<file path="src/rtl/writeback_unit_pkg.sv">
// Shared parameters and types for the register-file writeback arbiter.
// Holds register-file geometry and the deferred-ALU FIFO entry format.
package writeback_unit_pkg;

    localparam int REGFILE_ADDR_BITS = 4;
    localparam int DATA_BUS_WIDTH    = 24;
    localparam int NUM_REGISTERS     = 16;
    localparam int WB_FIFO_DEPTH     = 4;   // power of two, at least 2

    localparam int FIFO_PTR_BITS = $clog2(WB_FIFO_DEPTH);
    localparam int FIFO_CNT_BITS = $clog2(WB_FIFO_DEPTH + 1);
    localparam logic [FIFO_CNT_BITS-1:0] FIFO_FULL_COUNT = FIFO_CNT_BITS'(WB_FIFO_DEPTH);

    typedef logic [REGFILE_ADDR_BITS-1:0] reg_addr_t;
    typedef logic [DATA_BUS_WIDTH-1:0]    reg_data_t;

    typedef struct packed {
        reg_addr_t addr;
        reg_data_t data;
    } wb_entry_t;

    typedef enum logic [1:0] {
        WB_SRC_NONE,
        WB_SRC_LOAD,
        WB_SRC_FIFO,
        WB_SRC_ALU
    } wb_src_e;

endpackage

</file>
<file path="src/rtl/writeback_unit_wb_fifo.sv">
// Deferred-ALU FIFO: holds {addr, data} results that lost the write port,
// and reports which valid entries target each hazard-query register.
module wb_fifo
    import writeback_unit_pkg::*;
(
    input  logic                         clk,
    input  logic                         rst,
    input  logic                         push,
    input  wb_entry_t                    push_entry,
    input  logic                         pop,
    output wb_entry_t                    head,
    output logic [FIFO_CNT_BITS-1:0]     count,
    input  logic [REGFILE_ADDR_BITS-1:0] query_addr1,
    input  logic [REGFILE_ADDR_BITS-1:0] query_addr2,
    output logic [WB_FIFO_DEPTH-1:0]     match1,
    output logic [WB_FIFO_DEPTH-1:0]     match2
);

    wb_entry_t                  mem [WB_FIFO_DEPTH];
    logic [WB_FIFO_DEPTH-1:0]   valid;
    logic [FIFO_PTR_BITS-1:0]   rd_ptr;
    logic [FIFO_PTR_BITS-1:0]   wr_ptr;

    // NOTE: the storage array has no reset; per-entry valid bits and the
    // count are what make stale contents invisible after reset.
    always_ff @(posedge clk) begin
        if (push) begin
            mem[wr_ptr] <= push_entry;
        end
    end

    // NOTE: sequential state uses non-blocking assignments so every register
    // samples pre-edge values regardless of statement order.
    always_ff @(posedge clk or posedge rst) begin
        if (rst) begin
            valid  <= '0;
            rd_ptr <= '0;
            wr_ptr <= '0;
            count  <= '0;
        end else begin
            if (pop) begin
                valid[rd_ptr] <= 1'b0;
                rd_ptr        <= rd_ptr + 1'b1;
            end
            if (push) begin
                valid[wr_ptr] <= 1'b1;
                wr_ptr        <= wr_ptr + 1'b1;
            end
            case ({push, pop})
                2'b10:   count <= count + 1'b1;
                2'b01:   count <= count - 1'b1;
                default: count <= count;
            endcase
        end
    end

    assign head = mem[rd_ptr];

    always_comb begin
        for (int i = 0; i < WB_FIFO_DEPTH; i++) begin
            match1[i] = valid[i] && (mem[i].addr == query_addr1);
            match2[i] = valid[i] && (mem[i].addr == query_addr2);
        end
    end

endmodule

</file>
<file path="src/rtl/writeback_unit.sv">
// Register-file write-port arbiter: load returns beat the deferred-ALU FIFO,
// which beats direct ALU results. Also tracks outstanding loads for hazards.
module writeback_unit
    import writeback_unit_pkg::*;
(
    input  logic                         clk,
    input  logic                         rst,
    input  logic                         alu_valid,
    input  logic [REGFILE_ADDR_BITS-1:0] alu_addr,
    input  logic [DATA_BUS_WIDTH-1:0]    alu_data,
    input  logic                         ld_issue_valid,
    input  logic [REGFILE_ADDR_BITS-1:0] ld_issue_addr,
    input  logic                         ld_done_valid,
    input  logic [REGFILE_ADDR_BITS-1:0] ld_done_addr,
    input  logic [DATA_BUS_WIDTH-1:0]    ld_data,
    input  logic [REGFILE_ADDR_BITS-1:0] query_addr1,
    input  logic [REGFILE_ADDR_BITS-1:0] query_addr2,
    output logic                         busy1,
    output logic                         busy2,
    output logic                         stall,
    output logic                         overflow,
    output logic [REGFILE_ADDR_BITS-1:0] write_addr,
    output logic [DATA_BUS_WIDTH-1:0]    write_data,
    output logic                         write_enable
);

    logic [NUM_REGISTERS-1:0] pending;
    logic [NUM_REGISTERS-1:0] pending_next;
    logic [FIFO_CNT_BITS-1:0] fifo_count;
    logic [WB_FIFO_DEPTH-1:0] match1;
    logic [WB_FIFO_DEPTH-1:0] match2;
    wb_entry_t                fifo_head;
    logic                     fifo_push;
    logic                     fifo_pop;
    logic                     fifo_empty;
    logic                     alu_take;
    wb_src_e                  src;

    wb_fifo u_fifo (
        .clk         (clk),
        .rst         (rst),
        .push        (fifo_push),
        .push_entry  ('{addr: alu_addr, data: alu_data}),
        .pop         (fifo_pop),
        .head        (fifo_head),
        .count       (fifo_count),
        .query_addr1 (query_addr1),
        .query_addr2 (query_addr2),
        .match1      (match1),
        .match2      (match2)
    );

    assign stall      = (fifo_count == FIFO_FULL_COUNT);
    assign fifo_empty = (fifo_count == '0);
    // An accepted ALU result only matters if it targets a real register.
    assign alu_take   = alu_valid && !stall && (alu_addr != '0);

    // NOTE: every signal driven here gets a default first so no path can
    // leave it unassigned and infer a latch.
    always_comb begin
        src       = WB_SRC_NONE;
        fifo_push = 1'b0;
        fifo_pop  = 1'b0;
        if (ld_done_valid) begin
            // A load to r0 still claims the slot, it just writes nothing.
            src       = (ld_done_addr != '0) ? WB_SRC_LOAD : WB_SRC_NONE;
            fifo_push = alu_take;
        end else if (!fifo_empty) begin
            src       = WB_SRC_FIFO;
            fifo_pop  = 1'b1;
            fifo_push = alu_take;
        end else if (alu_take) begin
            src       = WB_SRC_ALU;
        end
    end

    always_ff @(posedge clk or posedge rst) begin
        if (rst) begin
            write_enable <= 1'b0;
            write_addr   <= '0;
            write_data   <= '0;
        end else begin
            write_enable <= (src != WB_SRC_NONE);
            case (src)
                WB_SRC_LOAD: begin
                    write_addr <= ld_done_addr;
                    write_data <= ld_data;
                end
                WB_SRC_FIFO: begin
                    write_addr <= fifo_head.addr;
                    write_data <= fifo_head.data;
                end
                WB_SRC_ALU: begin
                    write_addr <= alu_addr;
                    write_data <= alu_data;
                end
                default: ;
            endcase
        end
    end

    // Clear first, then set, so an issue and a return to one register leave it pending.
    always_comb begin
        pending_next = pending;
        if (ld_done_valid) pending_next[ld_done_addr] = 1'b0;
        if (ld_issue_valid) pending_next[ld_issue_addr] = 1'b1;
        pending_next[0] = 1'b0;
    end

    always_ff @(posedge clk or posedge rst) begin
        if (rst) begin
            pending  <= '0;
            overflow <= 1'b0;
        end else begin
            pending <= pending_next;
            if (alu_valid && stall) overflow <= 1'b1;
        end
    end

    assign busy1 = (query_addr1 != '0) && (pending[query_addr1] || (|match1));
    assign busy2 = (query_addr2 != '0) && (pending[query_addr2] || (|match2));

endmodule

</file>
<file path="config.mk">
export PLATFORM = sky130hd
export DESIGN_NAME = writeback_unit
export DESIGN_NICKNAME = d
export VERILOG_FILES = /design/src/rtl/writeback_unit_pkg.sv /design/src/rtl/writeback_unit_wb_fifo.sv /design/src/rtl/writeback_unit.sv
export SDC_FILE = /design/constraint.sdc
export NUM_CORES = 1
export LEC_CHECK = 0
export CAP_MARGIN = 20
export CORE_UTILIZATION = 40
export CTS_BUF_LIST = sky130_fd_sc_hd__clkbuf_16
export DETAILED_ROUTE_END_ITERATION = 12
export PLACE_DENSITY = 0.71
export SETUP_SLACK_MARGIN = 0.2
export SLEW_MARGIN = 20
export SYNTH_ARGS = -nofsm -noshare
export SYNTH_HDL_FRONTEND = slang
export SYNTH_SLANG_ARGS = --single-unit
</file>
<file path="constraint.sdc">
create_clock -name clk -period 2.5 [get_ports clk]
set_input_delay 0.625 -clock clk [delete_from_list [all_inputs] [get_ports clk]]
set_output_delay 0.625 -clock clk [all_outputs]
set_load 0.005 [all_outputs]
</file>
==> results of run 1 <==
final cells by class:
| cell class | instances | area [µm²] |
|---|---|---|
| repair buffers | 161 | 1580 |
| inverters | 18 | 67.6 |
| well taps | 229 | 287 |
| multi-input cells | 285 | 2520 |
| fillers | 1423 | 8260 |
| flip-flops and latches | 168 | 4770 |
| clock buffers | 17 | 425 |
| clock inverters | 15 | 185 |
flip-flops by register name, summed over array words and instances (netlist names):
signal	flops
overflow	1
u_fifo.wr_ptr	2
u_fifo.valid	4
u_fifo.mem	112
u_fifo.count	3
write_enable	1
u_fifo.rd_ptr	2
write_addr	4
write_data	24
pending	15
worst max-delay path by stage:
stage                   startpoint     to  slack, ns  depth (start not counted)
floorplan           query_addr2[0]  busy2       0.18                          6
global placement    query_addr1[0]  busy1      -0.80                          6
detailed placement  query_addr2[1]  busy2      -0.85                          6
CTS                    pending[13]  busy2      -0.12                          5
global route            pending[4]  busy2      -0.16                          6
finish                  pending[4]  busy2      -0.06                          6
repair_timing:
action	CTS	global route
pin swaps	10	3
endpoints found under the setup margin	4	3
gates resized for setup	33	8
setup buffers	4	1
synth_stat cells (4+ instances only):
library cell	n
a21o_1	5
a21oi_1	26
a221oi_1	6
and2_1	4
buf_1	4
buf_2	14
clkbuf_1	10
dfrtp_1	56
edfxtp_1	112
ha_1	9
inv_1	15
mux4_2	34
nand2_1	23
nand2b_1	4
nand3_1	5
nor2_1	8
nor4_1	12
o21ai_0	10
o21ai_1	22
o22ai_1	50
xnor2_1	11
xor2_1	26
report_power, final:
part | internal (mW) | switching, mW
registers | 3.74 | 0.403
clock network | 1.66 | 1.01
logic | 1.77 | 1.49
total | 7.17 | 2.90
routing by layer:
metal | part of all wire (%) | vias up
met1 | 41 | 2501
met3 | 5.1 | 24
met2 | 53 | 184
li1 | - | 2269
met4 | 1.4 | 0
met5 | 0 | -
kinds of logic (layout without fill, tap and decap cells):
group,Yosys count,in the layout
buffers and inverters,50,211
DFF,168,168
muxes,39,39
xor gates and xnor gates,37,37
AOI/OAI and AO/OA,131,131
and+or+nand+nor,68,68
adders and majority gates,10,10
critical path, delay by kind of cell (launching register included):
kind                   cells  cell delay, ns
DFF                        1            0.40
buffers and inverters      2            0.21
muxes                      1            0.46
AOI/OAI and AO/OA          3            0.44
metrics by stage:
| stage | std cells | hold slack, ns | util (%) | cell area [µm²] |
|---|---|---|---|---|
| after CTS | 892 | 0.458 | 54.2 | 9800 |
| after floorplan | 503 | 0.451 | - | 7480 |
| after global placement | 856 | 0.443 | 50.6 | 9150 |
| after global routing | 893 | 0.487 | 54.3 | 9830 |
| final | 893 | 0.456 | 54.3 | 9830 |
| after detailed placement | 856 | 0.446 | 50.6 | 9150 |
==> out/metrics.csv, run 1 <==
stage,metric,value,unit
outcome,violations,"design-rule violations, negative setup slack",
global_routing,overflow,0,
global_routing,grt_antenna_before_repair,0,
routing,routed_wl,17300,µm
timing,min_period_over_period,102,%
worst_setup_path,cp_slowest_cell,mux4_2,
clock_network,cts_tree,done,
yosys,synth_flop_cell,edfxtp_1,
clock_network,cts_root_buf,clkbuf_16,
routing,ant_nets,0,
yosys,yosys.cell_types.count,47,
layout,area_growth,32.0,%
power,ir_worst_vdd,0.000514,V
floorplan,die-area,19200,µm²
timing,slew_headroom,56.0,%
outcome,status,"finished, violations left",
yosys,yosys_warnings,0,
run,cap_viol_max_count,0,
worst_setup_path,r2r_start,u_fifo.count[0],
clock_network,htreeDepth,4,
worst_setup_path,cpPeakStageDelay,0.46,ns
timing,finalMaxSlewViolations,0,
power,cellLeakagePower,3.60,nW
placement,place_congestion,0.892,
floorplan,start_util,41.1,%
worst_hold_path,hold_depth,1,
routing,initialDrtViolationCount,446,
worst_setup_path,arrival,1.93,ns
timing,fin_ws,-0.0550,ns
floorplan,die_h,138,µm
routing,vias,4978,
yosys,synth_top_area_share,45.2,%
power,p_per_area,1020,nW/µm²
worst_setup_path,worstPathRequired,1.88,ns
yosys,ys_ff_latch,168,
layout,antenna_cells,0,
floorplan,ios,106,
global_routing,grt_max_degree,52,
global_routing,grt_first_pass_wirelength,27700,µm
routing,route.detailed.drc,6,
timing,clock.fmax,391,MHz
routing,dr.pass1.iters,8,
yosys,synth-xor-area-share,4.35,%
yosys,synth.avg_cell_area,14.8,µm²
routing,vias_per_cell,5.57,
yosys,synth.area.top_cells,"edfxtp_1, dfrtp_1, mux4_2",
layout,nets,734,
placement,dpl.hpwl,12300,µm
timing,fin_tns_setup,-0.105,ns
clock_network,clk_latency,0.42,ns
clock_network,numCtsBuffers,17,
clock_network,cts_num_sinks,168,
floorplan,die_w,138,µm
worst_setup_path,worstSetupPathType,reg2out,
yosys,synthAdderAreaFrac,1.78,%
yosys,syn_nets,586,
global_routing,gr-usage-met3,3.39,%
clock_network,cts_buffer_depth,2,
power,power.total,10.1,mW
worst_hold_path,holdPathEnd,overflow,
timing,hold_violations,0,
timing,worst_pin_slew,0.659,ns
yosys,synth-edff-count,112,
floorplan,row_count,49,
worst_setup_path,reg2reg_slack,0.50,ns
worst_setup_path,worstPathCellList,mux4_2 -> inv_1 -> a221oi_2 -> a311oi_2 -> a21oi_1 -> buf_2,
yosys,synth_largest_area_cell,edfxtp_1,
yosys,async_flop_share,33.3,%
timing,final.min_clock_period,2.56,ns
yosys,synthSimpleGateAreaFrac,4.84,%
timing,finalSetupViolations,2,
worst_setup_path,crit_fanout,3,
yosys,ys_seq_area_share,64.0,%
timing,rsz0062_at_grt,yes,
floorplan,core,18100,µm²
worst_setup_path,end_kind,primary output,
placement,pre_cts_slack,-0.849,ns
layout,most-common-layout-cells,"edfxtp_1, clkdlybuf4s50_1, dfrtp_1",
worst_setup_path,critPathLaunchType,flip-flop,
worst_hold_path,hp-start,overflow,
worst_setup_path,r2r-end,u_fifo.count[2],
yosys,synth_compound_area_share,10.9,%
global_routing,use_met2,33.5,%
global_routing,grt_pass1_vias,5235,
global_routing,grt_util_all_layers,19.0,%
global_routing,grt-busiest-layer,met2,
yosys,synth_mux_area_share,11.0,%
global_routing,met1_usage,23.7,%
layout,drive_gt1_share,21.8,%
timing,clock_skew,0.00723,ns
worst_hold_path,hold_class,reg2reg,
clock_network,holdBufCountCts,0,
worst_setup_path,reg2reg_depth,9,
yosys,syn_area,7440,µm²
placement,port_buffers,105,
yosys,synth_top_family_by_area,multiplexers,
clock_network,clk_pin_slew_worst_paths,0.06,ns
yosys,synthCells,503,
layout,final_common_cell,edfxtp_1,
routing,wl_per_cell,19.4,µm
Note: power is estimated with default switching activity, not from simulation.
==> run 2: changes to the inputs <==
--- a/config.mk
+++ b/config.mk
@@ -5,7 +5,7 @@
 export SDC_FILE = /design/constraint.sdc
 export NUM_CORES = 1
 export LEC_CHECK = 0
-export CAP_MARGIN = 20
+export CAP_MARGIN = 5
 export CORE_UTILIZATION = 40
 export CTS_BUF_LIST = sky130_fd_sc_hd__clkbuf_16
 export DETAILED_ROUTE_END_ITERATION = 12
==> results of run 2 <==
No change in the layout: final DEF, timing and power equal those of run 1.
==> edit, RTL diff (config.mk and constraints of run 2) <==
Change the package constant `REGFILE_ADDR_BITS` from 4 to 2.
--- a/src/rtl/writeback_unit_pkg.sv
+++ b/src/rtl/writeback_unit_pkg.sv
@@ -3,5 +3,5 @@
 package writeback_unit_pkg;
 
-    localparam int REGFILE_ADDR_BITS = 4;
+    localparam int REGFILE_ADDR_BITS = 2;
     localparam int DATA_BUS_WIDTH    = 24;
     localparam int NUM_REGISTERS     = 16;
Ports: changed (6 resized); port bits go from 106 to 94. The function was not compared with the original's and may differ.
==> edit against run 2 <==
- core utilization up 0.49 points
- sequential cell count decreased by 22
- count of clock-buffer cells in the layout is the same
- clock skew up 0.0030 ns
- die area is 17% lower
- synthesized cell count fell by 23%
- non-clock buffer count decreased by 29
- area after synthesis is 17% lower
- routed wire length down 18%
- cell count is 20% lower
- total power is 10% lower
- worst setup slack gained 0.26 ns
- design area down 16%
==> edit: results (changes against run 2) <==
Net count, final=589 (-20%); share of power burned in registers=38.9% (-2.2 points); antenna violations before repair=0 (unchanged); global-route wire length before repair=22480 um (-19%); commonest cells in the netlist=edfxtp_1 (104), dfrtp_1 (42), nor2_1 (32); Cells after DPL=682 (-20%); P_int=6600 uW (-7.9%); top cells by area, synth=edfxtp_1 (51%), dfrtp_1 (17%), mux4_2 (9.5%), a222oi_1 (2.9%), xnor2_1 (2.7%); half-perimeter wire length after placement=9493 um (-23%); clock latency at the later pin of the worst-skew pair=0.42 ns (about the same); result of the run=finished clean; average via count per standard cell=5.464 (-2.0%); area post-placement=0.007581 mm2 (-17%); Yosys cell types=41 (-13%); most frequently used cell type in the post-synthesis netlist=edfxtp_1; post-CTS setup buffer count=1 (-3); Largest regs=u_fifo.mem: 104 flops, write_data: 24 flops, u_fifo.valid: 4 flops; CTS H-tree lvls=4 (unchanged); routability congestion estimate from global placement=0.7984 (-11%); CP top delay family=buffers and inverters; proportion of synthesized chip area in sequential cells=67.59% (+3.6 points); layout cell share with drive strength beyond 1=20.83% (-1.0 points); Die Area=0.01594 mm2 (-17%); average routed wire per standard cell=19.74 um (+1.8%); largest net degree at the start of global routing=33 (-37%); Hold WC Path Type=reg -> reg; number of fill cells=1184 (-17%); yosys warns=0 (unchanged); Slew @ Worst Pin=0.5834 ns (-0.07604 ns); critical path fanouts, max=5 (+2); number of buffer cells added on primary ports=93 (-11%); total clock buffers created by CTS=17 (unchanged); cell count after synthesis=387 (-23%); number of search-and-repair iterations in the first detailed-routing pass=5 (-3); arrival time worst endpoint=1.67 ns (-0.26 ns); Total GRT Usage=19.12% (+0.088 points); asr flop ratio synth=28.77% (-4.6 points); Max VDD drop=0.4924 mV (-4.1%); number of enable-type register cells in the synthesized netlist=104 (-7.1%); clock tree skew after final layout=0.01024 ns (+0.003008 ns); starting DRC count in detailed routing=302 (-32%); worst stage delay on the critical path=0.23 ns (-0.23 ns); number of nets produced by synthesis=460 (-22%); Inserted Diodes=0 (unchanged); Setup WS pre-CTS=-0.4649 ns (+0.3843 ns); clock slew seen by the registers of the worst setup and hold paths=0.06 ns (about the same); Static Leak=0.003016 uW (-16%); slowest cell on the critical path=clkdlybuf4s15_1; post_cts resized=22 (-33%); maximum buffer depth of the clock tree=2 (unchanged); vias post-DR=3912 (-21%); vias in the first global route=4137 (-21%); clk root buf=clkbuf_16
==> edit: changes by cell type after synthesis, sizes merged, moves of 10 or more <==
cell,delta
o22ai,-49
nor2,+25
xor2,-24
a222oi,+18
o21ai,-18
dfrtp,-14
nor4,-12
buf,-10
==> edit: area by class of cell <==
cell class / count / area, um2 / share of cell area, %
Clock inverter: 14 / 245.2 / 2.954
Clock buffer: 17 / 425.4 / 5.124
Inverter: 10 / 37.54 / 0.4521
Tap cell: 188 / 235.2 / 2.833
Sequential cell: 146 / 4177 / 50.30
Multi-Input combinational cell: 209 / 1862 / 22.42
Timing Repair Buffer: 132 / 1321 / 15.91
==> edit: power groups by stage <==
stage	Sequential, uW	Clock, uW	Combinational, uW
floorplan	3450	0	1530
global placement	3520	0	2550
detailed placement	3560	0	2630
CTS	3520	2930	2680
global route	3560	3020	2890
finish	3510	2870	2650
==> edit: worst paths after layout <==
kind,from,endpoint,slack [ns],depth (start not counted)
max in group asynchronous,rst,u_fifo.count[1],1.27,3
max reg2reg,u_fifo.count[1],u_fifo.count[1],0.49,7
min in group asynchronous,rst,write_data[16],0.60,2
max,query_addr2[0],busy2,0.20,6
min,overflow,overflow,0.45,1
min reg2reg,overflow,overflow,0.45,1
==> edit: logic make-up (layout without fill, tap and decap cells) <==
logic type	Yosys count	in the layout	synth area share [%]
multiplexers	30	30	10.13
XOR/XNOR	21	21	2.978
flip-flops	146	146	67.59
buffers and inverters	32	173	2.735
AND/OR/NAND/NOR	65	65	4.842
AO/OA/AOI/OAI	83	83	9.583
adder cells (fa/ha/maj)	10	10	2.148
==> edit: layer usage <==
metal | share of wire [%] | global-route usage, %
met3 | 5.1 | 4.163
met4 | 1.7 | 7.938
met5 | 0 | 0
met2 | 50 | 31.72
met1 | 43 | 24.37
